### src/rtl/alu_ctrl_seq.sv
// Issue side of the ALU: decodes ALU_OP/FUNCT, holds operands for the op latency,
// captures OPS/ZF and hands the result back over a valid/ready handshake.
module alu_ctrl_seq #(
    parameter int BASE_LAT = 1,
    parameter int MUL_LAT  = 4,
    parameter int DIV_LAT  = 8
) (
    input  logic        CLK,
    input  logic        RST,
    input  logic        IN_VALID,
    output logic        IN_READY,
    input  logic [1:0]  ALU_OP,
    input  logic [5:0]  FUNCT,
    input  logic [31:0] A,
    input  logic [31:0] B,
    output logic [31:0] OP1,
    output logic [31:0] OP2,
    output logic [2:0]  OP,
    input  logic [31:0] OPS,
    input  logic        ZF,
    output logic        RES_VALID,
    input  logic        OUT_READY,
    output logic [31:0] RES,
    output logic        RES_ZF,
    output logic        ILLEGAL,
    output logic        DIVZ
);
    // state | meaning
    // IDLE  | ready for a request
    // EXEC  | operands held on the ALU, counting down the latency
    // DONE  | result presented, waiting for OUT_READY
    typedef enum logic [1:0] {IDLE, EXEC, DONE} state_t;

    localparam int MAX_LAT = (MUL_LAT > DIV_LAT) ?
                             ((MUL_LAT > BASE_LAT) ? MUL_LAT : BASE_LAT) :
                             ((DIV_LAT > BASE_LAT) ? DIV_LAT : BASE_LAT);
    localparam int CNT_W   = (MAX_LAT > 1) ? $clog2(MAX_LAT) : 1;

    state_t             r_state;
    state_t             w_state_nxt;
    logic [CNT_W-1:0]   r_cnt;
    logic [31:0]        r_op1;
    logic [31:0]        r_op2;
    logic [2:0]         r_op;
    logic [31:0]        r_res;
    logic               r_res_zf;
    logic               r_res_valid;
    logic               r_illegal;
    logic               r_divz;
    logic [2:0]         w_code;
    logic               w_illegal;
    logic               w_divz;
    int                 w_lat;
    logic [CNT_W-1:0]   w_cnt_init;

    always_comb begin
        w_code    = 3'b110;
        w_illegal = 1'b0;
        w_divz    = 1'b0;
        unique case (ALU_OP)
            2'b00: w_code = 3'b010;
            2'b01: w_code = 3'b011;
            2'b11: w_code = 3'b100;
            default: begin
                case (FUNCT)
                    6'b100100: w_code = 3'b000;
                    6'b100101: w_code = 3'b001;
                    6'b100000: w_code = 3'b010;
                    6'b100010: w_code = 3'b011;
                    6'b101010: w_code = 3'b100;
                    6'b011010: w_code = 3'b101;
                    6'b011000: w_code = 3'b111;
                    6'b000000: w_code = 3'b110;
                    default:   w_illegal = 1'b1;
                endcase
            end
        endcase
        // Divide by zero is redirected to the ALU's zero op at base latency.
        if (w_code == 3'b101 && B == 32'd0) begin
            w_code = 3'b110;
            w_divz = 1'b1;
        end
        case (w_code)
            3'b111:  w_lat = MUL_LAT;
            3'b101:  w_lat = DIV_LAT;
            default: w_lat = BASE_LAT;
        endcase
        w_cnt_init = CNT_W'(w_lat - 1);
    end

    always_ff @(posedge CLK or posedge RST) begin
        if (RST) r_state <= IDLE;
        else     r_state <= w_state_nxt;
    end

    always_comb begin
        w_state_nxt = r_state;
        IN_READY    = 1'b0;
        case (r_state)
            IDLE: begin
                IN_READY = !RST;
                if (IN_VALID) w_state_nxt = w_illegal ? DONE : EXEC;
            end
            EXEC: if (r_cnt == '0) w_state_nxt = DONE;
            DONE: if (OUT_READY) w_state_nxt = IDLE;
            default: w_state_nxt = IDLE;
        endcase
    end

    always_ff @(posedge CLK or posedge RST) begin
        if (RST) begin
            r_cnt       <= '0;
            r_op1       <= '0;
            r_op2       <= '0;
            r_op        <= 3'b110;
            r_res       <= '0;
            r_res_zf    <= 1'b0;
            r_res_valid <= 1'b0;
            r_illegal   <= 1'b0;
            r_divz      <= 1'b0;
        end else begin
            case (r_state)
                IDLE: if (IN_VALID) begin
                    if (w_illegal) begin
                        r_res       <= '0;
                        r_res_zf    <= 1'b0;
                        r_illegal   <= 1'b1;
                        r_res_valid <= 1'b1;
                    end else begin
                        r_op1  <= A;
                        r_op2  <= B;
                        r_op   <= w_code;
                        r_divz <= w_divz;
                        r_cnt  <= w_cnt_init;
                    end
                end
                EXEC: begin
                    if (r_cnt != '0) begin
                        r_cnt <= r_cnt - CNT_W'(1);
                    end else begin
                        r_res       <= OPS;
                        r_res_zf    <= ZF;
                        r_res_valid <= 1'b1;
                    end
                end
                DONE: if (OUT_READY) begin
                    r_res_valid <= 1'b0;
                    r_illegal   <= 1'b0;
                    r_divz      <= 1'b0;
                end
                default: ;
            endcase
        end
    end

    assign OP1       = r_op1;
    assign OP2       = r_op2;
    assign OP        = r_op;
    assign RES       = r_res;
    assign RES_ZF    = r_res_zf;
    assign RES_VALID = r_res_valid;
    assign ILLEGAL   = r_illegal;
    assign DIVZ      = r_divz;
endmodule

### config.mk
export PLATFORM = sky130hd
export DESIGN_NAME = alu_ctrl_seq
export DESIGN_NICKNAME = d
export VERILOG_FILES = /design/src/rtl/alu_ctrl_seq.sv
export SDC_FILE = /design/constraint.sdc
export NUM_CORES = 1
export LEC_CHECK = 0
export CORE_UTILIZATION = 45
export CTS_BUF_LIST = sky130_fd_sc_hd__clkbuf_8
export CTS_CLUSTER_DIAMETER = 30
export DETAILED_ROUTE_END_ITERATION = 7
export PLACE_DENSITY = 0.87
export SETUP_SLACK_MARGIN = 0.3
export SKIP_LAST_GASP = 1
export SYNTH_ARGS = -nofsm -noshare
export SYNTH_HDL_FRONTEND = slang
export SYNTH_SLANG_ARGS = --single-unit
### constraint.sdc
create_clock -name CLK -period 6.6 [get_ports CLK]
set_input_delay 1.98 -clock CLK [delete_from_list [all_inputs] [get_ports CLK]]
set_output_delay 1.98 -clock CLK [all_outputs]
set_load 0.03 [all_outputs]
==> metrics.yaml, run 1 <==
grt:
  grt_pass1_vias: 3591
  antenna_found_initial: 0
  grt_max_degree: 71
  gr-usage-all-layers: 0.222
  grt_pass1_wl_um: 17400
  grt-ovfl-total: 0
placement:
  io_buffers: 212
  place_congestion: 0.785
  dp_hpwl_um: 8730
  dpl-instance-area_um2: 6640
  dp_cells: 649
timing:
  worst_pin_slew_ns: 0.971
  rsz0062_at_grt: "no"
  fin_skew_ns: 0.0155
  fmax_ghz: 0.187
  finalCritPeriodShare: 0.808
  period_needed_ns: 5.33
  setup_tns_ns: 0
  finalSetupViolations: 0
  relSlewSlack: 0.353
  drv_slew: 0
  hold_viol: 0
cts:
  clockBufferDepth: 2
  post_cts_resized: 0
  clock_latency_ns: 0.36
  hold_buffers: 0
  clk_pin_slew_ns: 0.11
  cts.sinks: 108
  numCtsBuffers: 9
  cts_tree: "done"
  post-cts-setup-buffers: 0
  cts_root_buf: "clkbuf_8"
  htree_levels: 3
synth:
  synth.yosys.warnings: 0
  synth.avg_cell_area_um2: 14.2
  synth.most_common_cell: "dfrtp_1"
  synthFlopType: "dfrtp_1"
  yosysSeqAreaShare: 0.604
  synthTopCellsByArea: "dfrtp_1 (59%), mux2_2 (14%), a22o_1 (5.7%)"
  ys_ff_latch: 108
  synth_nets: 427
  synth_top_cell_by_area: "dfrtp_1"
  synth_edf_count: 0
  yosysTopAreaCellShare: 0.592
  synth_area_um2: 4480
  async_reset_ff_frac: 1.00
  synthTopCellsByCount: "dfrtp_1 (106), mux2_2 (55), a22o_1 (29), nand2_1 (16), buf_6 (13)"
  synthCells: 316
  synth_cell_types: 43
critical_path:
  arrival_ns: 3.35
  crit_start: "RST"
  critical_path.max_stage_delay_ns: 0.71
  worstSetupEndpointType: "primary output"
  crit_top_cell: "clkdlybuf4s50_1"
  critPathRequiredTime_ns: 4.62
  worstReg2RegEnd: "OP1[14]$_DFFE_PP0P_"
  r2r-start: "r_state[0]$_DFFE_PP0P_"
  cp-start-kind: "input port"
  crit_type: "in2out"
  crit_fanout: 2
  critPathSlowestCell: "clkdlybuf4s50_1"
  crit_chain: "clkdlybuf4s50_1 > nor3_1 > clkdlybuf4s50_1"
  path_buf_inv: 2
  critPathTopFamily: "buffers and inverters"
  reg2reg_slack_ns: 4.34
  r2r_cells: 3
run_status:
  status: "completed"
min_path:
  hold_path_class: "reg2reg"
  holdPathEnd: "OP[2]$_DFFE_PP1P_"
  hold_depth: 2
  worstHoldStart: "OP[2]$_DFFE_PP1P_"
floorplanning:
  rows: 36
  die_h_um: 102
  initial_core_util: 0.460
  core_area_um2: 9730
  dieArea_um2: 10400
  die_x_um: 102
  io_pins: 213
final_layout:
  final_cell_area_um2: 6820
  drive_gt1_frac: 0.173
  antenna_cells: 0
  nets: 638
  utilization: 0.701
  fin_cells: 664
  area_growth_syn_to_layout_pct: 52.3
power_and_ir_drop:
  leakage_nw: 2.86
  power_mw: 3.47
  power-per-cell-area_nw_per_um2: 508
  vdd_ir_drop_max_mv: 0.355
detailed_routing:
  drt_iter0_drc: 106
  ant_nets: 0
  dr_total_vias: 3467
  wl_per_cell_um: 17.5
  wirelength_um: 11600
  first_pass_iters: 6
  drc: 0
  vias_per_cell: 5.22
flow_run:
  cap_violations: 0
==> state kept, by name, indices dropped and copies added (netlist names), 2 cells and up <==
name,count
r_cnt,3
OP2,32
r_state,2
OP,3
RES,32
OP1,32
==> cell families (layout without fill, tap and decap cells) <==
kind of cell	Yosys count	count (layout)	share of synthesized area
buffers and inverters	20	235	0.0388
adder cells (fa/ha/maj)	2	2	0.00559
AO/OA/AOI/OAI	62	62	0.112
AND/OR/NAND/NOR	59	59	0.0771
multiplexers	64	64	0.161
XOR/XNOR	1	1	0.00196
flip-flops	108	108	0.604
==> per-stage QoR <==
step / setup WS [ns] / hold WS (ns)
floorplan: 1.78 / 0.511
global placement: 1.31 / 0.470
detailed placement: 1.26 / 0.480
CTS: 1.25 / 0.499
global route: 1.21 / 0.521
finish: 1.27 / 0.495
==> worst max-delay path by stage <==
stage                       endpoint  depth (start not counted)  slack [ns]
floorplan           DIVZ$_DFFE_PP0P_                          1        1.78
global placement            IN_READY                          3        1.31
detailed placement          IN_READY                          3        1.26
CTS                         IN_READY                          3        1.25
global route                IN_READY                          3        1.21
finish                      IN_READY                          3        1.27
==> final cells by class <==
class | instances | area, µm²
Tap cell | 133 | 166
Multi-Input combinational cell | 188 | 1610
Inverter | 6 | 25.0
Clock buffer | 10 | 138
Timing Repair Buffer | 214 | 2140
Fill cell | 729 | 2910
Sequential cell | 108 | 2710
Clock inverter | 5 | 45.0
==> power by group <==
part / internal (mW) / total [mW] / switching [mW]
combinational: 0.878 / 1.93 / 1.05
sequential: 0.981 / 1.15 / 0.174
clock: 0.152 / 0.382 / 0.230
total: 2.01 / 3.47 / 1.45
==> worst register-to-register path, delay by kind of cell (launching register included) <==
family	cells	cell delay (ns)
flops	1	0.48
simple gates	2	0.99
mux	1	0.68
==> metal layers <==
metal | up-vias | share of wire | GRT usage
met3 | 16 | 0.11 | 0.0828
met1 | 1686 | 0.38 | 0.254
li1 | 1588 | - | -
met4 | 0 | 0.020 | 0.0736
met2 | 177 | 0.49 | 0.383
met5 | - | 0 | 0
==> layout by cell type (no fill, tap or decap), types with 2 or more instances in the layout <==
cell,n
nand2b_1,4
and2b_2,3
inv_6,2
nor2b_1,3
ha_1,2
nor4_1,9
buf_4,2
dfstp_2,2
nand3_1,4
mux2_2,55
dfrtp_1,106
nand2_1,16
nor2_1,7
mux2_1,9
a22o_1,29
a31oi_1,4
inv_1,5
clkbuf_8,10
clkdlybuf4s50_1,212
a22o_2,4
o21ai_0,9
a21oi_1,6
Note: power is estimated with default switching activity, not from simulation.
==> run 2, diff against run 1 <==
--- a/config.mk
+++ b/config.mk
@@ -5,11 +5,11 @@
 export SDC_FILE = /design/constraint.sdc
 export NUM_CORES = 1
 export LEC_CHECK = 0
-export CORE_UTILIZATION = 45
+export CORE_UTILIZATION = 42
 export CTS_BUF_LIST = sky130_fd_sc_hd__clkbuf_8
 export CTS_CLUSTER_DIAMETER = 30
 export DETAILED_ROUTE_END_ITERATION = 7
-export PLACE_DENSITY = 0.87
+export PLACE_DENSITY = 0.82
 export SETUP_SLACK_MARGIN = 0.3
 export SKIP_LAST_GASP = 1
 export SYNTH_ARGS = -nofsm -noshare
==> constraint.sdc (replaced) <==
create_clock -name CLK -period 4.92 [get_ports CLK]
set_input_delay 1.476 -clock CLK [delete_from_list [all_inputs] [get_ports CLK]]
set_output_delay 1.476 -clock CLK [all_outputs]
set_load 0.03 [all_outputs]
==> metrics.yaml, run 2 (synthesized netlist as in run 1, its figures left out) <==
run_status:
  status: "completed"
critical_path:
  critical_path.max_stage_delay_ns: 0.70  # about the same
  worstSetupEndpointType: "primary output"
  crit_fanout: 2  # unchanged
  crit_top_cell: "clkdlybuf4s50_1"
  critPathRequiredTime_ns: 3.44  # -1.18 ns
  crit_type: "in2out"
  critPathSlowestCell: "clkdlybuf4s50_1"
  cp-start-kind: "input port"
  crit_chain: "clkdlybuf4s50_1 > nor3_1 > clkdlybuf4s50_1"
  arrival_ns: 2.80  # -0.55 ns
grt:
  grt_max_degree: 68  # -4.2%
  grt_pass1_wl_um: 18400  # +6.0%
  grt_pass1_vias: 3729  # +3.8%
  grt-ovfl-total: 0  # unchanged
  antenna_found_initial: 0  # unchanged
  gr-usage-all-layers: 0.210  # -0.0114
final_layout:
  drive_gt1_frac: 0.174  # +0.00123
  fin_cells: 669  # +0.75%
  layout_common_cells: "clkdlybuf4s50_1 (212), dfrtp_1 (106), mux2_2 (55)"
  nets: 639  # +0.16%
  final_common_cell: "clkdlybuf4s50_1"
  fillers: 780  # +7.0%
  area_growth_syn_to_layout_pct: 52.6
  antenna_cells: 0  # unchanged
timing:
  finalCritPeriodShare: 0.870
  setup_tns_ns: 0  # unchanged
  period_needed_ns: 4.28
  hold_viol: 0  # unchanged
  relSlewSlack: 0.360  # +0.00687
  rsz0062_at_grt: "no"
  finalSetupViolations: 0  # unchanged
  worst_pin_slew_ns: 0.961  # -0.0103 ns
  drv_slew: 0  # unchanged
  fmax_ghz: 0.234
  fin_skew_ns: 0.0147  # -0.000821 ns
placement:
  dp_cells: 653  # +0.62%
  io_buffers: 212  # unchanged
  place_congestion: 0.742  # -5.5%
  dp_hpwl_um: 8490  # -2.7%
cts:
  htree_levels: 3  # unchanged
  cts_tree: "done"
  clk_pin_slew_ns: 0.10  # about the same
  hold_buffers: 0  # unchanged
  post-cts-setup-buffers: 0  # unchanged
  clock_latency_ns: 0.35  # about the same
  clockBufferDepth: 2  # unchanged
  post_cts_resized: 0  # unchanged
  cts_root_buf: "clkbuf_8"
  numCtsBuffers: 9  # unchanged
  cts.sinks: 108  # unchanged
power_and_ir_drop:
  leakage_nw: 2.86  # +0.18%
  vdd_ir_drop_max_mv: 0.325  # -8.4%
  combinationalPowerShare: 0.561  # +0.004
  switching_share: 0.418  # -0.00124
  p_clk_frac: 0.105  # -0.005
  intPower_mw: 2.68  # +33%
  power-per-cell-area_nw_per_um2: 675  # +33%
  seqPwrFrac: 0.334  # about the same
  p_sw_mw: 1.93  # +33%
floorplanning:
  die_h_um: 105  # +3.4%
  initial_core_util: 0.434  # -0.0265
  die_x_um: 105  # +3.4%
  core_area_um2: 10300  # +6.1%
  rows: 37  # +2.8%
  dieArea_um2: 11100  # +7.0%
  io_pins: 213  # unchanged
detailed_routing:
  wl_per_cell_um: 17.1  # -2.3%
  dr_total_vias: 3440  # -0.78%
  drc: 0  # unchanged
  wirelength_um: 11400  # -1.5%
  vias_per_cell: 5.14  # -1.5%
  first_pass_iters: 4  # -2
  drt_iter0_drc: 143  # +35%
  ant_nets: 0  # unchanged
flow_run:
  cap_violations: 0  # unchanged
min_path:
  hold_path_class: "reg2reg"
run 2: changes by cell type in the layout (fill, tap and decap cells not counted), sizes merged:
cell / before / now
buf: 2 / 3
clkbuf: 10 / 9
clkinv: 1 / 2
clkinvlp: 1 / 2
run 2: stage by stage:
stage	worst slack [ns]	total power [mW]	area [µm²]	util	hold WS (ns)
2_1_floorplan	0.602	3.10	4480	-	0.511
3_3_place_gp	0.593	4.08	6660	0.645	0.473
3_5_place_dp	0.647	4.16	6660	0.645	0.481
4_1_cts	0.643	4.66	6840	0.662	0.506
5_1_grt	0.623	4.85	6840	0.662	0.516
6_report	0.642	4.62	6840	0.662	0.499
run 2: per-layer routing:
| layer | wire length, µm | track usage |
|---|---|---|
| met1 | 4580 | 0.249 |
| met2 | 5630 | 0.359 |
| met3 | 1050 | 0.0717 |
| met4 | 180 | 0.0664 |
| met5 | 0 | 0 |
run 2: final cells by class:
type / instances / area, µm² / area share
inverter: 6 / 25.0 / 0.00366
sequential: 108 / 2710 / 0.396
multi-input combinational: 188 / 1610 / 0.235
clock inverter: 7 / 50.0 / 0.00732
timing repair buffer: 215 / 2160 / 0.316
tap: 136 / 170 / 0.0249
clock buffer: 9 / 124 / 0.0181
run 2: critical path, delay by kind of cell:
kind / cells / cell delay (ns)
buffers and inverters: 2 / 1.17
and+or+nand+nor: 1 / 0.15
run 2: final timing paths:
| path | startpoint | to | slack [ns] | cells past startpoint |
|---|---|---|---|---|
| max in group asynchronous | RST | RES[4]$_DFFE_PP0P_ | 2.54 | 3 |
| worst max register to register | r_state[1]$_DFFE_PP0P_ | OP1[14]$_DFFE_PP0P_ | 2.65 | 3 |
| min in group asynchronous | RST | RES[7]$_DFFE_PP0P_ | 1.60 | 2 |
| worst max-delay path | RST | IN_READY | 0.64 | 3 |
| worst min register to register | OP2[18]$_DFFE_PP0P_ | OP2[18]$_DFFE_PP0P_ | 0.50 | 1 |
| worst min-delay path | OP2[18]$_DFFE_PP0P_ | OP2[18]$_DFFE_PP0P_ | 0.50 | 1 |
run 2: power groups by stage:
stage          Clock (mW)  Sequential, mW  Combinational, mW
2_1_floorplan           0            2.34              0.755
3_3_place_gp            0            1.53               2.55
3_5_place_dp            0            1.56               2.60
4_1_cts             0.505            1.54               2.61
5_1_grt             0.532            1.60               2.72
6_report            0.484            1.54               2.59
==> run 3, diff against run 2 <==
--- a/config.mk
+++ b/config.mk
@@ -10,6 +10,7 @@
 export CTS_CLUSTER_DIAMETER = 30
 export DETAILED_ROUTE_END_ITERATION = 7
 export PLACE_DENSITY = 0.82
+export RECOVER_POWER = 100
 export SETUP_SLACK_MARGIN = 0.3
 export SKIP_LAST_GASP = 1
 export SYNTH_ARGS = -nofsm -noshare
==> metrics.yaml, run 3 (synthesized netlist as in run 1, its figures left out) <==
detailed_routing:
  ant_nets: 0  # unchanged
  dr_total_vias: 3489  # +1.4%
  vias_per_cell: 5.22  # +1.4%
  first_pass_iters: 4  # unchanged
  drc: 0  # unchanged
  drt_iter0_drc: 127  # -11%
  wirelength_um: 11400  # -0.56%
  wl_per_cell_um: 17.0  # -0.56%
timing:
  finalSetupViolations: 0  # unchanged
  rsz0062_at_grt: "no"
  worst_pin_slew_ns: 2.35  # +1.39 ns
  setup_tns_ns: 0  # unchanged
  fin_skew_ns: 0.0158  # +0.00105 ns
  fmax_ghz: 0.226  # -3.2%
  relSlewSlack: -0.576  # -0.935
  drv_slew: 52  # +52
  hold_viol: 0  # unchanged
  period_needed_ns: 4.42  # +0.143 ns
  finalCritPeriodShare: 0.899  # +0.0291
power_and_ir_drop:
  leakage_nw: 2.94  # +2.5%
  vdd_ir_drop_max_mv: 0.310  # -4.7%
  power_mw: 4.44  # -3.9%
  power-per-cell-area_nw_per_um2: 652  # -3.4%
cts:
  hold_buffers: 0  # unchanged
  post-cts-setup-buffers: 0  # unchanged
  cts.sinks: 108  # unchanged
  clockBufferDepth: 2  # unchanged
  htree_levels: 3  # unchanged
  numCtsBuffers: 9  # unchanged
  post_cts_resized: 0  # unchanged
  clock_latency_ns: 0.35  # about the same
  cts_tree: "done"
  cts_root_buf: "clkbuf_8"
  clk_pin_slew_ns: 0.10  # about the same
critical_path:
  critical_path.max_stage_delay_ns: 0.77  # +0.07 ns
  cp-start-kind: "input port"
  crit_chain: "dlygate4sd3_1 > nor3_1 > dlygate4sd3_1"
  critPathRequiredTime_ns: 3.44  # about the same
  reg2reg_slack_ns: 2.31  # -0.34 ns
  worstSetupEndpointType: "primary output"
  arrival_ns: 2.95  # +0.15 ns
  critPathSlowestCell: "dlygate4sd3_1"
  crit_top_cell: "dlygate4sd3_1"
  crit_fanout: 2  # unchanged
  crit_type: "in2out"
placement:
  dp_cells: 653  # unchanged
  dp_hpwl_um: 8490  # unchanged
  place_congestion: 0.742  # unchanged
  io_buffers: 212  # unchanged
floorplanning:
  initial_core_util: 0.434  # unchanged
  core_area_um2: 10300  # unchanged
  die_x_um: 105  # unchanged
  dieArea_um2: 11100  # unchanged
  die_h_um: 105  # unchanged
  io_pins: 213  # unchanged
  rows: 37  # unchanged
final_layout:
  utilization: 0.659  # -0.00364
  fin_cells: 669  # unchanged
  drive_gt1_frac: 0.165  # -0.00938
  antenna_cells: 0  # unchanged
  final_common_cell: "dlygate4sd3_1"
  layout_common_cells: "dlygate4sd3_1 (107), dfrtp_1 (106), clkdlybuf4s50_1 (105)"
  area_growth_syn_to_layout_pct: 51.8
  nets: 639  # unchanged
grt:
  gr-usage-all-layers: 0.210  # unchanged
  grt_pass1_vias: 3729  # unchanged
  antenna_found_initial: 0  # unchanged
  grt_pass1_wl_um: 18400  # unchanged
  grt-ovfl-total: 0  # unchanged
  grt_max_degree: 68  # unchanged
min_path:
  hold_path_class: "reg2reg"
flow_run:
  cap_violations: 1  # +1
run_status:
  status: "complete, but fails checks"
  violations: "max-capacitance violations, max-slew violations"
run 3: path summary, 6_finish.rpt:
check                                            to                  from  cells after the start
min in group asynchronous        RES[7]$_DFFE_PP0P_                   RST                      2
worst max-delay path                       IN_READY                   RST                      3
worst min-delay path            OP2[18]$_DFFE_PP0P_   OP2[18]$_DFFE_PP0P_                      1
worst max register to register   RES_ZF$_DFFE_PP0P_  r_cnt[0]$_DFFE_PP0P_                      7
worst min register to register  OP2[18]$_DFFE_PP0P_   OP2[18]$_DFFE_PP0P_                      1
max in group asynchronous        RES[4]$_DFFE_PP0P_                   RST                      3
run 3: where the power goes:
group / switching, mW / internal [mW]
clock network: 0.298 / 0.186
logic: 1.40 / 1.03
registers: 0.208 / 1.31
run 3: critical path, delay by kind of cell:
kind                   cells  cell delay [ns]
AND/OR/NAND/NOR            1             0.13
buffers and inverters      2             1.34
run 3: metrics by stage:
stage          hold slack, ns  worst slack (ns)  area [µm²]
2_1_floorplan           0.511             0.602        4480
4_1_cts                 0.506             0.643        6840
3_5_place_dp            0.481             0.647        6660
5_1_grt                 0.511             0.482        6800
6_report                0.495             0.498        6800
3_3_place_gp            0.473             0.593        6660
run 3: metal layers:
| layer | up-vias | routed length, µm | global-route usage |
|---|---|---|---|
| met1 | 1724 | 4490 | 0.249 |
| li1 | 1581 | - | - |
| met3 | 17 | 1060 | 0.0717 |
| met2 | 167 | 5650 | 0.359 |
| met4 | 0 | 187 | 0.0664 |
| met5 | - | 0 | 0 |
run 3: area by class of cell:
cell class / count / area [µm²]
Clock inverter: 7 / 50.0
Clock buffer: 9 / 124
Sequential cell: 108 / 2710
Inverter: 6 / 23.8
Fill cell: 785 / 3520
Tap cell: 136 / 170
Timing Repair Buffer: 215 / 2150
Multi-Input combinational cell: 188 / 1570
